==> src/rtl/rb_write_ctrl_pkg.sv <==
// Shared parameters, FSM state encoding and pixels-per-word helpers for the
// row-buffer write controller.
package rb_write_ctrl_pkg;

  localparam int unsigned BRAMS_DEF             = 4;
  localparam int unsigned BRAM_ADDR_DEF         = 2;
  localparam int unsigned BRAM_DEPTH_ADDR_DEF   = 9;
  localparam int unsigned BRAM_W_DATA_WIDTH_DEF = 32;
  localparam int unsigned PIXEL_WIDTH_DEF       = 8;
  localparam int unsigned IMG_WIDTH_DEF         = 16;
  localparam int unsigned IMG_HEIGHT_DEF        = 8;

  typedef enum logic [1:0] {
    IDLE  = 2'd0,
    WRITE = 2'd1,
    FULL  = 2'd2,
    DONE  = 2'd3
  } state_e;

  function automatic int unsigned calc_ppw(input int unsigned data_w, input int unsigned pix_w);
    return data_w / pix_w;
  endfunction

  // Index width that stays at least one bit for single-entry ranges.
  function automatic int unsigned idx_w(input int unsigned n);
    return (n > 1) ? $clog2(n) : 1;
  endfunction

  localparam int unsigned PPW_DEF = calc_ppw(BRAM_W_DATA_WIDTH_DEF, PIXEL_WIDTH_DEF);

endpackage

==> src/rtl/rb_pixel_packer.sv <==
// Collects pixels into word lanes; flags when the accepted pixel closes a word.
module rb_pixel_packer
  import rb_write_ctrl_pkg::*;
#(
  parameter int unsigned PPW         = PPW_DEF,
  parameter int unsigned PIXEL_WIDTH = PIXEL_WIDTH_DEF,
  parameter int unsigned LANE_W      = idx_w(PPW)
) (
  input  logic                         clk,
  input  logic                         rst,
  input  logic                         accept,
  input  logic                         clr,
  input  logic                         flush,
  input  logic [LANE_W-1:0]            lane,
  input  logic [PIXEL_WIDTH-1:0]       pix,
  output logic [PPW*PIXEL_WIDTH-1:0]   word_c,
  output logic                         done_c
);

  logic [PPW-1:0][PIXEL_WIDTH-1:0] lanes;
  logic [PPW-1:0][PIXEL_WIDTH-1:0] lanes_nxt;

  // Current pixel merged into the held lanes; clr drops an abandoned word.
  always_comb begin
    lanes_nxt       = clr ? '0 : lanes;
    lanes_nxt[lane] = pix;
  end

  assign word_c = lanes_nxt;
  assign done_c = accept & ((lane == LANE_W'(PPW - 1)) | flush);

  // Lanes return to zero after each word so a flushed word has empty upper lanes.
  always_ff @(posedge clk or posedge rst) begin
    if (rst) begin
      lanes <= '0;
    end else if (accept) begin
      lanes <= done_c ? '0 : lanes_nxt;
    end
  end

endmodule

==> src/rtl/rb_write_ctrl.sv <==
// Row-buffer write controller: packs a pixel stream into BRAM words, one row per BRAM.
// Optional RB_WR_PARTIAL_FLUSH_EN writes a zero-padded last word when rows are not word aligned.
module rb_write_ctrl
  import rb_write_ctrl_pkg::*;
#(
  parameter int unsigned BRAMs             = BRAMS_DEF,
  parameter int unsigned BRAM_ADDR         = BRAM_ADDR_DEF,
  parameter int unsigned BRAM_DEPTH_ADDR   = BRAM_DEPTH_ADDR_DEF,
  parameter int unsigned BRAM_W_DATA_WIDTH = BRAM_W_DATA_WIDTH_DEF,
  parameter int unsigned PIXEL_WIDTH       = PIXEL_WIDTH_DEF,
  parameter int unsigned IMG_WIDTH         = IMG_WIDTH_DEF,
  parameter int unsigned IMG_HEIGHT        = IMG_HEIGHT_DEF
) (
  input  logic                         clk,
  input  logic                         rst,
  input  logic                         pix_valid,
  input  logic [PIXEL_WIDTH-1:0]       pix_data,
  input  logic                         sof,
  output logic                         pix_ready,
  input  logic                         row_release,
  output logic                         EN_A,
  output logic [BRAM_ADDR-1:0]         BRAM_W,
  output logic [BRAM_DEPTH_ADDR-1:0]   ADDR_A,
  output logic [BRAM_W_DATA_WIDTH-1:0] DIN_A,
  output logic                         row_done,
  output logic                         frame_done,
  output logic [BRAM_ADDR:0]           rows_filled
);

  localparam int unsigned PPW    = calc_ppw(BRAM_W_DATA_WIDTH, PIXEL_WIDTH);
  localparam int unsigned COL_W  = idx_w(IMG_WIDTH);
  localparam int unsigned ROW_W  = idx_w(IMG_HEIGHT);
  localparam int unsigned LANE_W = idx_w(PPW);
  localparam int unsigned RF_W   = BRAM_ADDR + 1;

  state_e state;
  state_e state_nxt;

  logic [COL_W-1:0]         col, cur_col;
  logic [ROW_W-1:0]         row, cur_row;
  logic [BRAM_ADDR-1:0]     sel, cur_sel;
  logic [LANE_W-1:0]        lane;
  logic [PPW*PIXEL_WIDTH-1:0] word;
  logic [RF_W-1:0]          rows_filled_nxt;
  logic accept, start, in_frame, word_done, flush;
  logic wr, last_col, last_row, row_end, rel;
  logic pix_ready_nxt, en_nxt, row_done_nxt, frame_done_nxt;

  assign accept   = pix_valid & pix_ready;
  assign start    = accept & sof & ((state == IDLE) | (state == WRITE));
  assign in_frame = start | (accept & (state == WRITE));

  // A sof pixel always lands at column 0 of row 0, restarting any frame in progress.
  assign cur_col  = start ? '0 : col;
  assign cur_row  = start ? '0 : row;
  assign cur_sel  = start ? '0 : sel;
  assign lane     = LANE_W'(32'(cur_col) % PPW);
  assign last_col = (cur_col == COL_W'(IMG_WIDTH - 1));
  assign last_row = (cur_row == ROW_W'(IMG_HEIGHT - 1));
  assign wr       = word_done;
  assign row_end  = wr & last_col;
  assign rel      = row_release & (rows_filled != '0);

`ifdef RB_WR_PARTIAL_FLUSH_EN
  assign flush = last_col;
`else
  assign flush = 1'b0;
  if (IMG_WIDTH % PPW != 0) begin : g_width_check
    $error("rb_write_ctrl: IMG_WIDTH must be a multiple of pixels per word");
  end
`endif

  rb_pixel_packer #(
    .PPW         (PPW),
    .PIXEL_WIDTH (PIXEL_WIDTH),
    .LANE_W      (LANE_W)
  ) u_packer (
    .clk    (clk),
    .rst    (rst),
    .accept (in_frame),
    .clr    (start),
    .flush  (flush),
    .lane   (lane),
    .pix    (pix_data),
    .word_c (word),
    .done_c (word_done)
  );

  // Occupancy counts a row once its row_done pulse is visible, so a release in that cycle cancels it.
  always_comb begin
    rows_filled_nxt = rows_filled;
    if (row_done && !rel) begin
      rows_filled_nxt = rows_filled + RF_W'(1);
    end else if (!row_done && rel) begin
      rows_filled_nxt = rows_filled - RF_W'(1);
    end
  end

  always_ff @(posedge clk or posedge rst) begin
    if (rst) begin
      state <= IDLE;
    end else begin
      state <= state_nxt;
    end
  end

  // A completing row is counted ahead of its pending increment to stop before overwriting.
  always_comb begin
    state_nxt = state;
    case (state)
      IDLE, WRITE: begin
        if (row_end && last_row) begin
          state_nxt = DONE;
        end else if (row_end && ((rows_filled_nxt + RF_W'(1)) >= RF_W'(BRAMs))) begin
          state_nxt = FULL;
        end else if (in_frame && (rows_filled_nxt >= RF_W'(BRAMs))) begin
          state_nxt = FULL;
        end else if (start) begin
          state_nxt = WRITE;
        end
      end
      FULL:    if (rel) state_nxt = WRITE;
      DONE:    state_nxt = IDLE;
      default: state_nxt = IDLE;
    endcase
  end

  always_comb begin
    pix_ready_nxt  = (state_nxt == IDLE) || (state_nxt == WRITE);
    en_nxt         = wr;
    row_done_nxt   = row_end;
    frame_done_nxt = (state == DONE);
  end

  always_ff @(posedge clk or posedge rst) begin
    if (rst) begin
      pix_ready   <= 1'b0;
      EN_A        <= 1'b0;
      BRAM_W      <= '0;
      ADDR_A      <= '0;
      DIN_A       <= '0;
      row_done    <= 1'b0;
      frame_done  <= 1'b0;
      rows_filled <= '0;
    end else begin
      pix_ready   <= pix_ready_nxt;
      EN_A        <= en_nxt;
      row_done    <= row_done_nxt;
      frame_done  <= frame_done_nxt;
      rows_filled <= rows_filled_nxt;
      if (wr) begin
        BRAM_W <= cur_sel;
        ADDR_A <= BRAM_DEPTH_ADDR'(32'(cur_col) / PPW);
        DIN_A  <= BRAM_W_DATA_WIDTH'(word);
      end
    end
  end

  // Column, row and BRAM select; cleared when the frame ends.
  always_ff @(posedge clk or posedge rst) begin
    if (rst) begin
      col <= '0;
      row <= '0;
      sel <= '0;
    end else if (state == DONE) begin
      col <= '0;
      row <= '0;
      sel <= '0;
    end else if (in_frame) begin
      if (last_col) begin
        col <= '0;
        row <= cur_row + ROW_W'(1);
        sel <= (cur_sel == BRAM_ADDR'(BRAMs - 1)) ? '0 : cur_sel + BRAM_ADDR'(1);
      end else begin
        col <= cur_col + COL_W'(1);
        row <= cur_row;
        sel <= cur_sel;
      end
    end
  end

endmodule

==> config.mk <==
export PLATFORM = sky130hd
export DESIGN_NAME = rb_write_ctrl
export DESIGN_NICKNAME = d
export VERILOG_FILES = /design/src/rtl/rb_write_ctrl_pkg.sv /design/src/rtl/rb_pixel_packer.sv /design/src/rtl/rb_write_ctrl.sv
export SDC_FILE = /design/constraint.sdc
export NUM_CORES = 1
export LEC_CHECK = 0
export BUFFER_PORTS_ARGS = -buffer_cell sky130_fd_sc_hd__buf_2
export CAP_MARGIN = 20
export CORE_ASPECT_RATIO = 1.2
export CORE_MARGIN = 1
export CORE_UTILIZATION = 49
export CTS_CLUSTER_SIZE = 28
export DETAILED_ROUTE_END_ITERATION = 10
export GPL_ROUTABILITY_DRIVEN = 0
export GPL_TIMING_DRIVEN = 0
export PLACE_DENSITY = 0.81
export REMOVE_ABC_BUFFERS = 1
export SLEW_MARGIN = 20
export SYNTH_ARGS = -nofsm -noshare
export SYNTH_HDL_FRONTEND = slang
export SYNTH_SLANG_ARGS = --single-unit
export TNS_END_PERCENT = 30
==> constraint.sdc <==
create_clock -name clk -period 5.9 [get_ports clk]
set_clock_uncertainty 0.1 [all_clocks]
set_input_delay 0 -clock clk [delete_from_list [all_inputs] [get_ports clk]]
set_output_delay 0 -clock clk [all_outputs]
set_load 0.03 [all_outputs]
After elaboration in Yosys (flattened, before gate mapping)
Cells that the tools add are included.
{ "word_totals": {"elab_cells": 83, "reg_bits": 86, "input_bits": 13, "out_inout_bits": 50} }
{ "op_classes": {"magnitude_cmp": 4, "muxes": 26, "n_reduce_logical": 14, "n_addsub": 6, "eq_ne": 8, "bitwise": 9} }
{ "op_table": {"columns": ["op", "n"], "rows": [
  ["two-way mux 32 bit", 2],
  ["bitwise mux 32 bit", 1],
  ["two-way mux 2 bit", 10],
  ["two-way mux 3 bit", 6],
  ["demux 8 bit (select 2 bit)", 1],
  ["two-way mux 4 bit", 4],
  ["adder 3 x 1 -> 3 bit (second input constant)", 3],
  ["equality test 2 bit (second input constant)", 4],
  ["two-way mux 8 bit", 1],
  ["AND 1 bit", 7],
  ["greater-or-equal comparator 3 bit (second input constant)", 2],
  ["logical AND 1 bit", 6],
  ["one-hot mux 2 bit (3 select lines)", 1],
  ["adder 4 x 1 -> 4 bit (second input constant)", 1],
  ["equality test 2 x 1 -> 1 bit (second input constant)", 2],
  ["equality test 4 bit (second input constant)", 1],
  ["logical NOT 2 bit", 2],
  ["equality test 3 bit (second input constant)", 1],
  ["less-than comparator 2 x 3 -> 1 bit (second input constant)", 1],
  ["nonzero test 3 bit", 1],
  ["subtractor 3 x 1 -> 3 bit (second input constant)", 1],
  ["adder 2 x 1 -> 2 bit (second input constant)", 1],
  ["greater-or-equal comparator 2 x 1 -> 1 bit (second input constant)", 1],
  ["logical NOT 1 bit", 2],
  ["other kinds (4)", 5]
]} }

Depth between registers and ports, before layout
{ "depth": {"depth_word": 13, "ltp_mapped": 13, "ltp_nobuf": 9} }

By module
A second synthesis with hierarchy kept.
{ "hier_totals": {"cells_unflattened": 402, "area_unflattened_um2": 4302.9} }
{ "modules_own_cells": {"columns": ["mod", "n_inst", "cells_per_inst", "seq_area_each_um2", "area_each_um2"], "rows": [
  ["rb_write_ctrl", 1, 210, 1351.3, 2498.6],
  ["rb_pixel_packer", 1, 192, 800.8, 1804.2]
]} }

Worst setup path before layout
No wires, ideal clock.
{ "synth_timing": {"path_kind": "reg-to-reg", "startpoint": "reg pix_ready", "endpoint": "reg u_packer.lanes[16] (netlist name)", "setup_ns": 0.067, "path_buffers": 2, "arrival_time_ns": 2.241, "slack_ns": 3.492, "synth_period_minus_slack_ns": 2.408, "stages_incl_launch_ff": 11, "required_time_ns": 5.733, "path_cell_list": "dfrtp_1 nand4b_1 buf_2 nand2_1 inv_1 ha_1 buf_1 nor2_1 nor2_1 nor2_1 a22o_1"} }
{ "synth_between": {"elab_chain_len": 10, "word_cells_on_any_way": 16, "cone_classes": "order compare (2); eq/ne (1); mux (6); bitwise (6); reduce/logical (1)"} }
{ "synth_lines": {"columns": ["element", "line", "rtl"], "rows": [
  ["start: declaration", "rb_write_ctrl.sv:19", "output logic pix_ready,"],
  ["start signal: assignment", "rb_write_ctrl.sv:146", "pix_ready <= pix_ready_nxt;"],
  ["AND 1 bit *", "rb_write_ctrl.sv:49", "assign accept = pix_valid & pix_ready;"],
  ["AND 1 bit (2 in a row)", "rb_write_ctrl.sv:50", "assign start = accept & sof & ((state == IDLE) | (state == WRITE));"],
  ["two-way mux 4 bit", "rb_write_ctrl.sv:54", "assign cur_col = start ? '0 : col;"],
  ["less-than comparator 2 x 3 -> 1 bit (implied by the code) / greater-or-equal comparator 2 x 1 -> 1 bit (equally long branches)", "rb_pixel_packer.sv:26", "lanes_nxt[lane] = pix;"],
  ["logical AND 1 bit (implied by the code)", "rb_pixel_packer.sv:26", null],
  ["two-way mux 8 bit (implied by the code)", "rb_pixel_packer.sv:26", null],
  ["demux 8 bit (select 2 bit)", null, null],
  ["bitwise mux 32 bit", "rb_pixel_packer.sv:26", null],
  ["two-way mux 32 bit", "rb_pixel_packer.sv:37", "lanes <= done_c ? '0 : lanes_nxt;"],
  ["end signal: assignment", "rb_pixel_packer.sv:37", null],
  ["end: declaration", "rb_pixel_packer.sv:20", "logic [PPW-1:0][PIXEL_WIDTH-1:0] lanes;"]
]} }
Every way passes the cells marked *; elsewhere a longest branch is shown, timed or not.
A chain may end at the register's enable or synchronous reset.

Worst setup path after layout
{ "layout_timing": {"startpoint": "reg state[1]", "endpoint": "reg DIN_A[11]"} }
{ "layout_between": {"elab_chain_len": 9, "word_cells_on_any_way": 16, "cone_classes": "order compare (2); eq/ne (2); mux (5); bitwise (5); reduce/logical (2)"} }
{ "layout_lines": {"columns": ["element", "line", "rtl"], "rows": [
  ["start: declaration", "rb_write_ctrl.sv:36", "state_e state;"],
  ["start signal: assignment", "rb_write_ctrl.sv:103", "state <= state_nxt;"],
  ["equality test 2 x 1 -> 1 bit / logical NOT 2 bit (equally long branches)", "rb_write_ctrl.sv:50, rb_write_ctrl.sv:51", null],
  ["bitwise OR 1 bit", "rb_write_ctrl.sv:50", null],
  ["AND 1 bit", "rb_write_ctrl.sv:50", null],
  ["two-way mux 4 bit", "rb_write_ctrl.sv:54", null],
  ["less-than comparator 2 x 3 -> 1 bit (implied by the code) / greater-or-equal comparator 2 x 1 -> 1 bit (equally long branches)", "rb_pixel_packer.sv:26", null],
  ["logical AND 1 bit (implied by the code)", "rb_pixel_packer.sv:26", null],
  ["two-way mux 8 bit (implied by the code)", "rb_pixel_packer.sv:26", null],
  ["demux 8 bit (select 2 bit)", null, null],
  ["bitwise mux 32 bit", "rb_pixel_packer.sv:26", null],
  ["end signal: assignment", "rb_write_ctrl.sv:154", "DIN_A <= BRAM_W_DATA_WIDTH'(word);"],
  ["end: declaration", "rb_write_ctrl.sv:24", "output logic [BRAM_W_DATA_WIDTH-1:0] DIN_A,"]
]} }
Several ways; a longest one is shown, not always the timed one.

==> results_dict.tcl <==
set metrics [dict create \
    ys_types 43 \
    drive_gt1_share_pct 20.0 \
    syn_area_per_cell_um2 10.4 \
    post_cts_buffers 0 \
    grt-ovfl-total 0 \
    fmax_ghz 0.293 \
    wl_met3_um 356 \
    stdcell_area_um2 4300 \
    async_flop_share_pct 100 \
    hpwl_um 5310 \
    ios 63 \
    dp.cells 481 \
    synth_top_area_cell "dfrtp_1" \
    fp.dieH_um 96.9 \
    ys_seq_area_share_pct 53.0 \
    synthFlopType "dfrtp_1" \
    hp-class "input pin to flop" \
    cts_sinks 78 \
    worstSetupPathType "flop to flop" \
    critPathCaptureType "flop" \
    tns_ns 0 \
    core_area_um2 7270 \
    final_cell_count_no_fill 506 \
    p_leak_nw 2.09 \
    areaGrowthSynthToFinish_pct 16.8 \
    antenna_found_initial 0 \
    startpoint_type "flop" \
    status "complete, no violations" \
    cts-root-buf "clkbuf_8" \
    cts.repair.resized 0 \
    top_layer_used "met4" \
    clock_path_buffers 2 \
    hold_buffers 9 \
    start_util_pct 50.6 \
    cts_tree "done" \
    synth-seq-cells 78 \
    grt_pass1_wl_um 13100 \
    post-route-period-util_pct 57.8 \
    pre_cts_ws_ns 2.53 \
    drc 0 \
    nets 433 \
    die_x_um 81.1 \
    finalHoldViolCount 0 \
    crit_required_ns 6.07 \
    clkSlewWorstSetupHoldPaths_ns 0.08 \
    r2r-start "state[1]$_DFF_PP0_" \
    setup_viol 0 \
    antenna_left 0 \
    worst_slack_ns 2.49 \
    rr_worst_depth 10 \
    peakVddDrop_mv 0.314 \
    ys_top_cells_by_area "dfrtp_1 (53%), a22o_1 (7.1%), nand2_1 (6.0%), nand3b_1 (4.9%), a31oi_1 (4.1%)" \
    crit_path_max_fanout 55 \
    relSlewSlack_pct 52.7 \
    timing.reg2reg.setup_slack_ns 2.49 \
    fin_hold_ws_ns 0.0302 \
    grt_setup_unrepaired "no" \
    synth-edff-count 0 \
    grt_pass1_vias 2633 \
    fill_cells 612 \
    numCtsBuffers 9 \
    syn_area_um2 3680 \
    min_from "row_release" \
    finalMaxSlewViolations 0 \
    cap_violations 0 \
    synth_cells 353 \
    placed_area_um2 3980 \
    wl_met2_um 4030 \
    diodes 0 \
    grt_max_degree 56 \
    grt.total_usage_pct 22.0 \
    worstSkewPairLatency_ns 0.35 \
    synth_most_common_cell "dfrtp_1" \
    first_pass_iters 4 \
    synthDominantCellAreaShare_pct 53.0 \
    wl_met1_um 3440 \
    synth_warnings 0 \
    port_buffers 55 \
    h-tree-depth 3 \
    power_density_nw_per_um2 541 \
    wl_per_cell_um 15.8 \
    drtIter0Drc 158 \
    rows 34 \
    via_per_inst 5.56 \
    arrival_ns 3.58 \
    period_needed_ns 3.41 \
    synth_common_cells "dfrtp_1 (78), nand2_1 (59), nor2_1 (37)" \
    worst_slew_pin_slew_ns 0.710 \
    worstReg2RegEnd "DIN_A[11]$_DFFE_PP0P_" \
    drt_wl_total_um 7970 \
    num_vias 2815 \
    die_area_um2 7860 \
    hold_path_end "rows_filled[2]$_DFF_PP0_" \
    hold_depth 3 \
]
## stage by stage
step | utilization [%] | power, W
3_3_place_gp | 54.0 | 0.00183
2_1_floorplan | - | 0.00160
3_5_place_dp | 54.8 | 0.00188
4_1_cts | 59.1 | 0.00234
6_report | 59.1 | 0.00233
5_1_grt | 59.1 | 0.00248
## power by group
part	total (W)	internal, W	switching (W)
clock	0.000450	0.000251	0.000199
combinational	0.000986	0.000361	0.000626
sequential	0.000890	0.000748	0.000142
## cell usage in the layout, fill, tap and decap left out, drive strengths merged, types with 2 or more instances in the layout
cell type    netlist  layout
and2               5       5
dfrtp             78      78
o31ai              3       3
nand3b            24      24
nor3b              5       5
clkbuf             8      11
conb               1       7
inv                7       7
dlygate4sd3        0       9
ha                 9       9
buf               18      58
nand2             60      60
nand3              3       3
o21ai             10      10
mux2i              2       2
clkinv             1       4
a21oi              7       7
bufinv             0       2
a31oi             24      24
xor2               3       3
nand2b             3       3
a22o              30      30
nor2              38      38
## final cells by class
type	count	area, um^2	share of cell area (%)
Tap cell	90	113	2.62
Inverter	8	37.5	0.873
Multi-Input combinational cell	247	1560	36.2
Sequential cell	78	1950	45.4
Timing Repair Buffer	67	415	9.67
Clock buffer	11	141	3.29
Clock inverter	5	82.6	1.92
## worst max-delay path: stages, from the launching register on
cell and delay (ns):
dfrtp_1 0.50, nand4b_1 0.19, buf_6 0.20, buf_6 0.18, and2_1 0.18, ha_1 0.56
o21ai_1 0.12, or3_1 0.64, clkinv_4 0.41, nor2_1 0.07, a31oi_1 0.16
## worst max path at each step
stage,startpoint,endpoint,slack (ns),cells after the start
2_1_floorplan,pix_ready$_DFF_PP0_,DIN_A[0]$_DFFE_PP0P_,2.56,9
3_3_place_gp,state[1]$_DFF_PP0_,DIN_A[4]$_DFFE_PP0P_,1.57,9
3_5_place_dp,state[1]$_DFF_PP0_,DIN_A[5]$_DFFE_PP0P_,2.53,10
4_1_cts,state[1]$_DFF_PP0_,DIN_A[5]$_DFFE_PP0P_,2.51,10
5_1_grt,state[1]$_DFF_PP0_,DIN_A[9]$_DFFE_PP0P_,2.16,10
6_report,state[1]$_DFF_PP0_,DIN_A[11]$_DFFE_PP0P_,2.49,10
## logic make-up (layout without fill, tap and decap cells)
logic type               Yosys count  in the layout  synth area share, %
other                              1              7                0.102
multiplexers                       3              3                 1.16
XOR/XNOR                           4              4                0.952
AND/OR/NAND/NOR                  143            143                 20.2
buffers and inverters             34             91                 5.30
adder cells (fa/ha/maj)            9              9                 3.06
AO/OA/AOI/OAI                     81             81                 16.2
flip-flops                        78             78                 53.0
## flip-flops by register name (all words and copies together), names as in the netlist
| name | flops |
|---|---|
| EN_A | 1 |
| row_done | 1 |
| sel | 2 |
| BRAM_W | 2 |
| state | 2 |
| DIN_A | 32 |
| pix_ready | 1 |
| row | 3 |
| frame_done | 1 |
| col | 4 |
| rows_filled | 3 |
| u_packer.lanes | 24 |
| ADDR_A | 2 |
## metal layers
metal | track usage, % | vias to the layer above
met1 | 29.6 | 1381
met3 | 5.00 | 15
met2 | 34.2 | 75
li1 | - | 1344
met4 | 8.52 | 0
met5 | 0 | -
Power figures use the tool's default switching activity.
